File: src/rtl/usr_param_if.sv
// Bundle of the usr_param control, data and status signals.
// The master side drives the mode, serial and parallel inputs.
// The slave side (the shift register) returns q, the serial outs and the frame status.
interface usr_param_if #(
  parameter int WIDTH = 8
);
  localparam int CW = $clog2(WIDTH + 1);

  logic             en;
  logic [2:0]       mode;
  logic             sin_l;
  logic             sin_r;
  logic [WIDTH-1:0] pin;
  logic [WIDTH-1:0] q;
  logic             sout_l;
  logic             sout_r;
  logic [CW-1:0]    cnt;
  logic             frame_done;

  modport master (
    output en, mode, sin_l, sin_r, pin,
    input  q, sout_l, sout_r, cnt, frame_done
  );

  modport slave (
    input  en, mode, sin_l, sin_r, pin,
    output q, sout_l, sout_r, cnt, frame_done
  );
endinterface

File: src/rtl/usr_param.sv
// Parametrised universal shift register.
// Supports hold, shift, rotate, parallel load and clear, all gated by a clock enable.
// A shift counter raises a one-cycle frame_done pulse after every WIDTH shift/rotate
// operations, so SIPO and PISO users know when a word is complete.
module usr_param #(
  parameter int               WIDTH   = 8,
  parameter logic [WIDTH-1:0] RST_VAL = {WIDTH{1'b0}}
) (
  input logic        clk,
  input logic        reset,
  usr_param_if.slave bus
);
  localparam int CW = $clog2(WIDTH + 1);
  localparam logic [CW-1:0] LAST = CW'(WIDTH - 1);

  logic [WIDTH-1:0] q_q, q_d;
  logic [CW-1:0]    cnt_q, cnt_d;
  logic             fd_q, fd_d;
  logic             is_shift;

  // Next-state decode: the mode selects the data move; shifts and rotates advance the frame counter
  always_comb begin
    q_d      = q_q;
    cnt_d    = cnt_q;
    fd_d     = 1'b0;
    is_shift = 1'b0;
    if (bus.en) begin
      case (bus.mode)
        3'b001: begin q_d = {q_q[WIDTH-2:0], bus.sin_l};   is_shift = 1'b1; end
        3'b010: begin q_d = {bus.sin_r, q_q[WIDTH-1:1]};   is_shift = 1'b1; end
        3'b011: begin q_d = bus.pin;                       cnt_d = '0;      end
        3'b100: begin q_d = {q_q[WIDTH-2:0], q_q[WIDTH-1]}; is_shift = 1'b1; end
        3'b101: begin q_d = {q_q[0], q_q[WIDTH-1:1]};      is_shift = 1'b1; end
        3'b110: begin q_d = RST_VAL;                       cnt_d = '0;      end
        default: ; // hold, and the reserved code also holds
      endcase
    end
    // The counter wraps on the final shift of a frame, and that same edge raises the pulse
    if (is_shift) begin
      if (cnt_q == LAST) begin
        cnt_d = '0;
        fd_d  = 1'b1;
      end else begin
        cnt_d = cnt_q + 1'b1;
      end
    end
  end

  // State register; reset overrides the enable and the mode
  always_ff @(posedge clk) begin
    if (reset) begin
      q_q   <= RST_VAL;
      cnt_q <= '0;
      fd_q  <= 1'b0;
    end else begin
      q_q   <= q_d;
      cnt_q <= cnt_d;
      fd_q  <= fd_d;
    end
  end

  assign bus.q          = q_q;
  assign bus.cnt        = cnt_q;
  assign bus.frame_done = fd_q;
  assign bus.sout_l     = q_q[WIDTH-1];
  assign bus.sout_r     = q_q[0];
endmodule

File: src/flat_wrapper.sv
// flat-port wrapper written by rule: the top's interface ports become plain ports
module usr_param_flat 
#(
  parameter int               WIDTH   = 8,
  parameter logic [WIDTH-1:0] RST_VAL = {WIDTH{1'b0}}
)
  (clk, reset, bus_en, bus_mode, bus_sin_l, bus_sin_r, bus_pin, bus_q, bus_sout_l, bus_sout_r, bus_cnt, bus_frame_done);
  usr_param_if #(.WIDTH(WIDTH)) bus_i ();
  input logic clk;
  input logic reset;
  input wire logic [$bits(bus_i.en)-1:0] bus_en;
  input wire logic [$bits(bus_i.mode)-1:0] bus_mode;
  input wire logic [$bits(bus_i.sin_l)-1:0] bus_sin_l;
  input wire logic [$bits(bus_i.sin_r)-1:0] bus_sin_r;
  input wire logic [$bits(bus_i.pin)-1:0] bus_pin;
  output wire logic [$bits(bus_i.q)-1:0] bus_q;
  output wire logic [$bits(bus_i.sout_l)-1:0] bus_sout_l;
  output wire logic [$bits(bus_i.sout_r)-1:0] bus_sout_r;
  output wire logic [$bits(bus_i.cnt)-1:0] bus_cnt;
  output wire logic [$bits(bus_i.frame_done)-1:0] bus_frame_done;
  assign bus_i.en = bus_en;
  assign bus_i.mode = bus_mode;
  assign bus_i.sin_l = bus_sin_l;
  assign bus_i.sin_r = bus_sin_r;
  assign bus_i.pin = bus_pin;
  assign bus_q = bus_i.q;
  assign bus_sout_l = bus_i.sout_l;
  assign bus_sout_r = bus_i.sout_r;
  assign bus_cnt = bus_i.cnt;
  assign bus_frame_done = bus_i.frame_done;
  usr_param #(.WIDTH(WIDTH), .RST_VAL(RST_VAL)) u_core (.clk(clk), .reset(reset), .bus(bus_i));
endmodule
File: config.mk
export PLATFORM = sky130hd
export DESIGN_NAME = usr_param_flat
export DESIGN_NICKNAME = d
export VERILOG_FILES = /design/src/rtl/usr_param_if.sv /design/src/rtl/usr_param.sv /design/src/flat_wrapper.sv
export SDC_FILE = /design/constraint.sdc
export NUM_CORES = 1
export LEC_CHECK = 0
export BUFFER_PORTS_ARGS = -buffer_cell sky130_fd_sc_hd__buf_2
export CORE_MARGIN = 4
export CORE_UTILIZATION = 40
export CTS_BUF_LIST = sky130_fd_sc_hd__clkbuf_16
export CTS_CLUSTER_DIAMETER = 40
export CTS_CLUSTER_SIZE = 8
export DETAILED_ROUTE_END_ITERATION = 10
export GPL_TIMING_DRIVEN = 0
export PLACE_DENSITY = 0.67
export SYNTH_ARGS = -nofsm -noshare
export SYNTH_HDL_FRONTEND = slang
export SYNTH_SLANG_ARGS = --single-unit
File: constraint.sdc
create_clock -name clk -period 1.3 [get_ports clk]
set_input_delay 0.13 -clock clk [delete_from_list [all_inputs] [get_ports clk]]
set_output_delay 0.13 -clock clk [all_outputs]
set_load 0.05 [all_outputs]
* After elaboration in Yosys (flattened, before gate mapping)
Cells that the tools add are included.
Cells by class: add/subtract/negate cells 1, eq/ne operators 7, multiplexer cells 8, bitwise operators 1, reduce and logical (&&, ||, !) cells 8
Operators with widths (count):
- 8-bit one-hot mux with 6 select lines | 1
- 4-bit two-way mux | 4
- 3-bit == test (second input constant) | 3
- 3-bit by 2-bit == test with 1-bit output (second input constant) | 2
- 6-bit nonzero test | 1
- 4-bit by 1-bit adder with 4-bit output (second input constant) | 1
- 4-bit by 3-bit == test with 1-bit output (second input constant) | 1
- 2-bit AND reduction | 2
- 2-bit nonzero test | 2
- 2-bit OR reduction | 2
- 4-bit OR reduction | 1
- 3-bit by 1-bit == test with 1-bit output (second input constant) | 1
- 1-bit two-way mux | 3
- 1-bit NOT | 1
Word-level totals: flip-flop bits (word level) 13, input bits 16, output and inout port bits 15, word-level logic and storage cells 28

* Longest topological paths before layout
Gate-level depths: netlist of the first run.
depth in word-level cells 6, gate-level depth with buffers 6, mapped depth without buffers 4

* Least setup slack after synthesis of the first run
OpenSTA, ideal clock, no wires.
path kind reg-to-reg, start point register u_core.q_q[7], in the netlist u_core.bus.q[7], end point register u_core.q_q[0], in the netlist u_core.bus.q[0], library setup time 0.088 ns, data arrival time 1.387 ns, data required time 1.212 ns, path slack -0.175 ns, stages on the path, launching flop included 5, clock period less this slack 1.475 ns, cells stage by stage dfxtp_1 > inv_1 > o311ai_0 > o21ai_0 > a311oi_2
On the way: cells in the longest elaborated chain, start to end 1
RTL lines:
- from (decl) | RTL line usr_param.sv:16 | logic [WIDTH-1:0] q_q, q_d;
- from (signal assigned) | RTL line usr_param.sv:56 | q_q <= q_d;
- 8-bit one-hot mux with 6 select lines | RTL line usr_param.sv:28 | case (bus.mode)
No other way between the ends. A chain may end at the register's enable or synchronous reset.

* Worst setup path in the final report of the first run
start point register u_core.cnt_q[0], in the netlist u_core.bus.cnt[0], end point register u_core.cnt_q[3], in the netlist u_core.bus.cnt[3]
On the way: cells in the longest elaborated chain, start to end 3, elaborated cells between the ends (all ways) 4
RTL lines:
- from (decl) | RTL line usr_param.sv:17 | logic [CW-1:0] cnt_q, cnt_d;
- from (signal assigned) | RTL line usr_param.sv:57 | cnt_q <= cnt_d;
- 4-bit by 1-bit adder with 4-bit output / 4-bit by 3-bit == test with 1-bit output (equally long branches) | RTL line usr_param.sv:44, usr_param.sv:40
- 4-bit two-way mux * | RTL line usr_param.sv:40 | if (cnt_q == LAST) begin
- 4-bit two-way mux * | RTL line usr_param.sv:39 | if (is_shift) begin
Every way passes the cells marked *; elsewhere a longest branch is shown, timed or not.

==> summary.md, run 1 <==
| Metric | Value |
|---|---|
| Placer Congestion | 0.776 |
| TritonCTS Sinks | 13 |
| Post-synth ARST share | 0 |
| Cell Rows | 16 |
| Fin area | 1090 um^2 |
| Clock Latency Late Sink | 0.24 ns |
| DR vias/cell | 5.60 |
| Worst path required time | 1.49 ns |
| Starting Density | 0.420 |
| Max Fclk | 837 MHz |
| FF+latch count, synth | 13 |
| Final Hold Vio Count | 0 |
| Syn avg cell area | 8.15 um^2 |
| DR iter-0 viols | 9 |
| Post-Synthesis Cells | 101 |
| Crit Path Category | reg -> reg |
| Post-CTS Hold Buffers | 0 |
| Hold slack | 0.238 ns |
| Uppermost layer routed | met4 |
| Routed WL | 2160 um |
| Worst-margin pin slew | 0.506 ns |
| CTS tree | done |
| RSZ-0062 raised after global routing | false |
| Slowest Stage Delay on Critical Path | 0.36 ns |
| Detailed-route wire length on metal 1 | 952 um |
| R2R Setup Slk | 0.11 ns |
| Crit start category | flip-flop |
| DR WL met3 | 164 um |
| Largest cells by area after synthesis | dfxtp_1 (32%), nand3_1 (6.7%), a211oi_1 (6.4%) |
| IO Port Bufs | 30 |
| Sequential area share after synthesis | 0.316 |
| Inst Count DP | 158 |
| Final net count | 153 |
| Length of the first detailed-routing pass in iterations | 4 |
| Cell breakdown of the critical path | ha_1, or3_1, a21oi_1, a21o_1 |
| Filler cells | 211 |
| Die area | 2850 um^2 |
| Final Non-Filler Cells | 162 |
| Count leader, synth | dfxtp_1 |
| Worst VDD drop | 0.627 mV |
| PwrDens | 1260 nW/um^2 |
| Pwr Total | 1.37 mW |
| Largest net degree at the start of global routing | 11 |
| Crit Path Max Fanout | 4 |
| First-pass GRT wire length | 3480 um |
| Bufs and invs on worst path | 0 |
| Post-DP HPWL | 1610 um |
| Main synth FF type | dfxtp_1 |
| Top cells by count, synth | dfxtp_1 (13), nand3_1 (11), nor2_1 (10) |
| Post-synth top area share | 0.316 |
| Setup WS post-layout | 0.105 ns |
| Boundary Pins | 31 |
| Setup Slack @ Placement | -0.148 ns |
| Status | finished, final reports clean |
| Remaining Overflow, GRT | 0 |
| Routed via count | 908 |
| Die X | 53.4 um |
| Final Max Tran Viols | 0 |
| Placed instance area | 1010 um^2 |
| Area Growth Syn to Fin | 32.5% |
| Clock Skew | 0.00312 ns |
| Ys Warns | 0 |
| Area leader, netlist | dfxtp_1 |
| Die H | 53.4 um |
| Min-delay worst type | in -> reg |
| Final Core Density | 0.556 |
| Final antenna diode count | 0 |
| Min cycle time layout | 1.19 ns |
| Initial antenna violation count | 0 |
| Root buffer cell | clkbuf_16 |
| Cell area after synthesis | 823 um^2 |
| Clock H-tree levels | 1 |
| EDFF count, synth | 0 |
| Fin Setup TNS | 0 ns |
| Max-cap violation count | 0 |
| Num CTS Buffers | 3 |
| Clock transition at path regs | 0.04 ns |
| Met2 WL | 1020 um |
| Leakage | 0.480 nW |
| Slowest cell on crit path | or3_1 |
| Worst EP arrival | 1.38 ns |
| Vias in the first global route | 788 |
| Clk buf depth | 2 |
| Core footprint | 1960 um^2 |
| DR DRC count | 0 |
| Share of cells above drive strength 1 | 0.370 |
| Slew margin rel. | 0.661 |
| Count of unique library cells instantiated by Yosys | 30 |
| Number of routed nets with antenna violations | 0 |
| DR WL/cell | 13.3 um |
| Final Cycle Share | 0.919 |
| CP endpoint kind | flip-flop |
| Final setup vio count | 0 |
| Syn nets | 118 |
| CP top delay family | simple AND/OR/NAND/NOR gates |
| All-layer global routing usage | 0.170 |
[layer usage]
metal | GRT usage | vias up
met2 | 0.271 | 27
met1 | 0.206 | 425
li1 | - | 452
met4 | 0.0638 | 0
met5 | 0 | -
met3 | 0.0592 | 4
[final timing paths]
| check | from | cells after the start | endpoint |
|---|---|---|---|
| max | u_core.bus.cnt[0]$_SDFFE_PP0P_ | 4 | u_core.bus.cnt[3]$_SDFFE_PP0P_ |
| max reg2reg | u_core.bus.cnt[0]$_SDFFE_PP0P_ | 4 | u_core.bus.cnt[3]$_SDFFE_PP0P_ |
| min | bus_en | 3 | u_core.bus.cnt[0]$_SDFFE_PP0P_ |
| min reg2reg | u_core.bus.cnt[2]$_SDFFE_PP0P_ | 1 | u_core.bus.cnt[2]$_SDFFE_PP0P_ |
[logic make-up (layout without fill, tap and decap cells)]
logic type	count (synthesis)	in the layout	synth area share
adder cells (fa/ha/maj)	1	1	0.0152
flip-flops	13	13	0.316
XOR/XNOR	1	1	0.0106
buffers and inverters	12	46	0.0881
AND/OR/NAND/NOR	38	38	0.245
AO/OA/AOI/OAI	35	35	0.313
multiplexers	1	1	0.0122
[cells in the final DEF, fill, tap and decap left out, types with 2 or more instances in the layout]
| cell | synthesis | layout |
|---|---|---|
| nand3_1 | 11 | 11 |
| a21o_1 | 2 | 2 |
| nor2_1 | 10 | 10 |
| a221oi_1 | 6 | 6 |
| buf_6 | 2 | 2 |
| buf_4 | 2 | 2 |
| o21ai_1 | 0 | 2 |
| o21ai_0 | 5 | 3 |
| nand2b_1 | 7 | 7 |
| inv_1 | 3 | 4 |
| dfxtp_2 | 0 | 4 |
| clkbuf_16 | 0 | 3 |
| a21oi_1 | 8 | 8 |
| dfxtp_1 | 13 | 9 |
| a211oi_1 | 7 | 7 |
| o22ai_1 | 2 | 2 |
| buf_2 | 4 | 34 |
| nand2_1 | 4 | 4 |
[report_power, final]
part	total (mW)	internal, mW	switching (mW)
clock network	0.581	0.406	0.175
registers	0.456	0.426	0.0301
logic	0.337	0.116	0.221
total	1.37	0.948	0.426
[registers in the layout, indices dropped and copies added, names as in the netlist]
register / count
u_core.bus.frame_done: 1
u_core.bus.q: 8
u_core.bus.cnt: 4
[tightest hold or removal path: cells and delay by family]
| kind | cells | cell delay [ns] |
|---|---|---|
| buffers and inverters | 1 | 0.11 |
| AND/OR/NAND/NOR | 1 | 0.11 |
| AO/OA/AOI/OAI | 1 | 0.07 |
[cell type report]
| cell class | instances | area, um^2 | area share |
|---|---|---|---|
| multi-input cells | 76 | 490 | 0.450 |
| clock inverters | 1 | 3.75 | 0.00344 |
| flip-flops and latches | 13 | 265 | 0.243 |
| clock buffers | 3 | 75.1 | 0.0688 |
| repair buffers | 30 | 150 | 0.138 |
| inverters | 3 | 11.3 | 0.0103 |
| well taps | 27 | 33.8 | 0.0310 |
| plain buffers | 9 | 61.3 | 0.0562 |
[what timing repair did]
| action | in CTS | in global routing |
|---|---|---|
| setup buffers | 0 | 0 |
| endpoints found under the setup margin | 0 | 4 |
| gates resized for setup | 0 | 2 |
| hold endpoints to repair | 0 | 0 |
Power figures use the tool's default switching activity.
==> run 2: changes to the inputs <==
Settings changed: BUFFER_PORTS_ARGS -buffer_cell sky130_fd_sc_hd__buf_2 to -buffer_cell sky130_fd_sc_hd__buf_4.
==> summary.md, run 2 (synthesis results as in run 1) <==
| Metric | Value |
|---|---|
| Status | finished, final reports clean |
| Die X | 53.4 um |
| Detailed-route wire length on metal 1 | 999 um |
| Final setup vio count | 0 |
| Crit start category | flip-flop |
| Die H | 53.4 um |
| Remaining Overflow, GRT | 0 |
| Crit Path Max Fanout | 4 |
| Most frequent cells in the layout | buf_4 (32), nand3_1 (11), nor2_1 (10), dfxtp_1 (9), a21oi_1 (8) |
| Worst VDD drop | 0.662 mV |
| Number of routed nets with antenna violations | 0 |
| Max Fclk | 823 MHz |
| Worst EP arrival | 1.40 ns |
| Min-delay worst type | in -> reg |
| All-layer global routing usage | 0.177 |
| RSZ-0062 raised after global routing | false |
| CTS tree | done |
| Post-CTS Hold Buffers | 0 |
| DR iter-0 viols | 25 |
| Share of cells above drive strength 1 | 0.370 |
| Max reg flops | 8 |
| Cell Rows | 16 |
| Final Cycle Share | 0.935 |
| DR WL met3 | 160 um |
| R2r startpoint | u_core.bus.cnt[0]$_SDFFE_PP0P_ |
| Clock transition at path regs | 0.04 ns |
| Placer Congestion | 0.814 |
| Num CTS Buffers | 3 |
| Clock Skew | 0.00251 ns |
| Filler cells | 204 |
| PwrDens | 1190 nW/um^2 |
| DR WL/cell | 13.8 um |
| Final antenna diode count | 0 |
| Hold slack | 0.266 ns |
| Final Core Density | 0.594 |
| Clock Latency Late Sink | 0.24 ns |
| Critical Path Start | u_core.bus.cnt[0]$_SDFFE_PP0P_ |
| Max-cap violation count | 0 |
| Final Max Tran Viols | 0 |
| Worst path required time | 1.48 ns |
| Clock H-tree levels | 1 |
| Area Growth Syn to Fin | 41.6% |
| Inst Count DP | 158 |
| Core footprint | 1960 um^2 |
| Root buffer cell | clkbuf_16 |
| Clk buf depth | 2 |
| DR vias/cell | 5.47 |
| Length of the first detailed-routing pass in iterations | 4 |
| Boundary Pins | 31 |
| Initial antenna violation count | 0 |
| First-pass GRT wire length | 3680 um |
| Final Non-Filler Cells | 162 |
| TritonCTS Sinks | 13 |
| IO Port Bufs | 30 |
| Routed WL | 2240 um |
| DR DRC count | 0 |
| Uppermost layer routed | met4 |
| Met2 WL | 1070 um |
| Min cycle time layout | 1.22 ns |
| Post-DP HPWL | 1630 um |
| R2R Setup Slk | 0.08 ns |
| Final net count | 153 |
| Routed via count | 886 |
| Largest net degree at the start of global routing | 11 |
| HP Start | bus_en |
| Starting Density | 0.420 |
| Worst-margin pin slew | 0.703 ns |
| Crit Path Category | reg -> reg |
| Final Hold Vio Count | 0 |
| Die area | 2850 um^2 |
| CP endpoint kind | flip-flop |
| Most common cell after layout, fill and taps aside | buf_4 |
| Vias in the first global route | 815 |
| Setup Slack @ Placement | -0.106 ns |
| Fin Setup TNS | 0 ns |
| Setup WS post-layout | 0.0848 ns |
| Slew margin rel. | 0.527 |
| Leakage | 0.495 nW |
[run 2: what timing repair did]
item | CTS | global route
setup buffers | 0 | 0
resized for setup | 0 | 2
endpoints found under the setup margin | 0 | 1
[run 2: worst paths after layout]
check	end	depth (start not counted)
setup reg to reg	u_core.bus.cnt[3]$_SDFFE_PP0P_	4
setup / recovery	u_core.bus.cnt[3]$_SDFFE_PP0P_	4
hold reg to reg	u_core.bus.cnt[0]$_SDFFE_PP0P_	2
hold / removal	u_core.bus.cnt[0]$_SDFFE_PP0P_	3
[run 2: power breakdown]
| part | leakage [nW] | total, mW | switching [mW] | internal, mW |
|---|---|---|---|---|
| Clock | 0.0423 | 0.564 | 0.159 | 0.405 |
| Combinational | 0.344 | 0.369 | 0.224 | 0.146 |
| Sequential | 0.108 | 0.459 | 0.0327 | 0.427 |
| Total | 0.495 | 1.39 | 0.415 | 0.977 |
[run 2: final cells by class]
class / count / area, um^2 / share of cell area
Buffer: 9 / 61.3 / 0.0526
Tap cell: 27 / 33.8 / 0.0290
Timing Repair Buffer: 30 / 225 / 0.193
Sequential cell: 13 / 265 / 0.227
Multi-Input combinational cell: 76 / 490 / 0.421
Inverter: 3 / 11.3 / 0.00966
Clock buffer: 3 / 75.1 / 0.0644
Clock inverter: 1 / 3.75 / 0.00322
[run 2: metrics by stage]
stage                     instance area (um^2)  power (mW)
after floorplan                            828       0.709
after global placement                    1090       0.828
after detailed placement                  1090       0.832
after CTS                                 1170        1.40
after global routing                      1170        1.47
final                                     1170        1.39
[run 2: critical path, cell delays in order (launching register included)]
cell and delay [ns]:
dfxtp_2 0.33, ha_1 0.23, or3_1 0.36, a21oi_1 0.13
a21o_1 0.11
[run 2: routing by layer]
layer  GRT usage  vias up
met3      0.0366        2
met2       0.296       39
li1            -      449
met1       0.216      396
met4      0.0766        0
met5           0        -
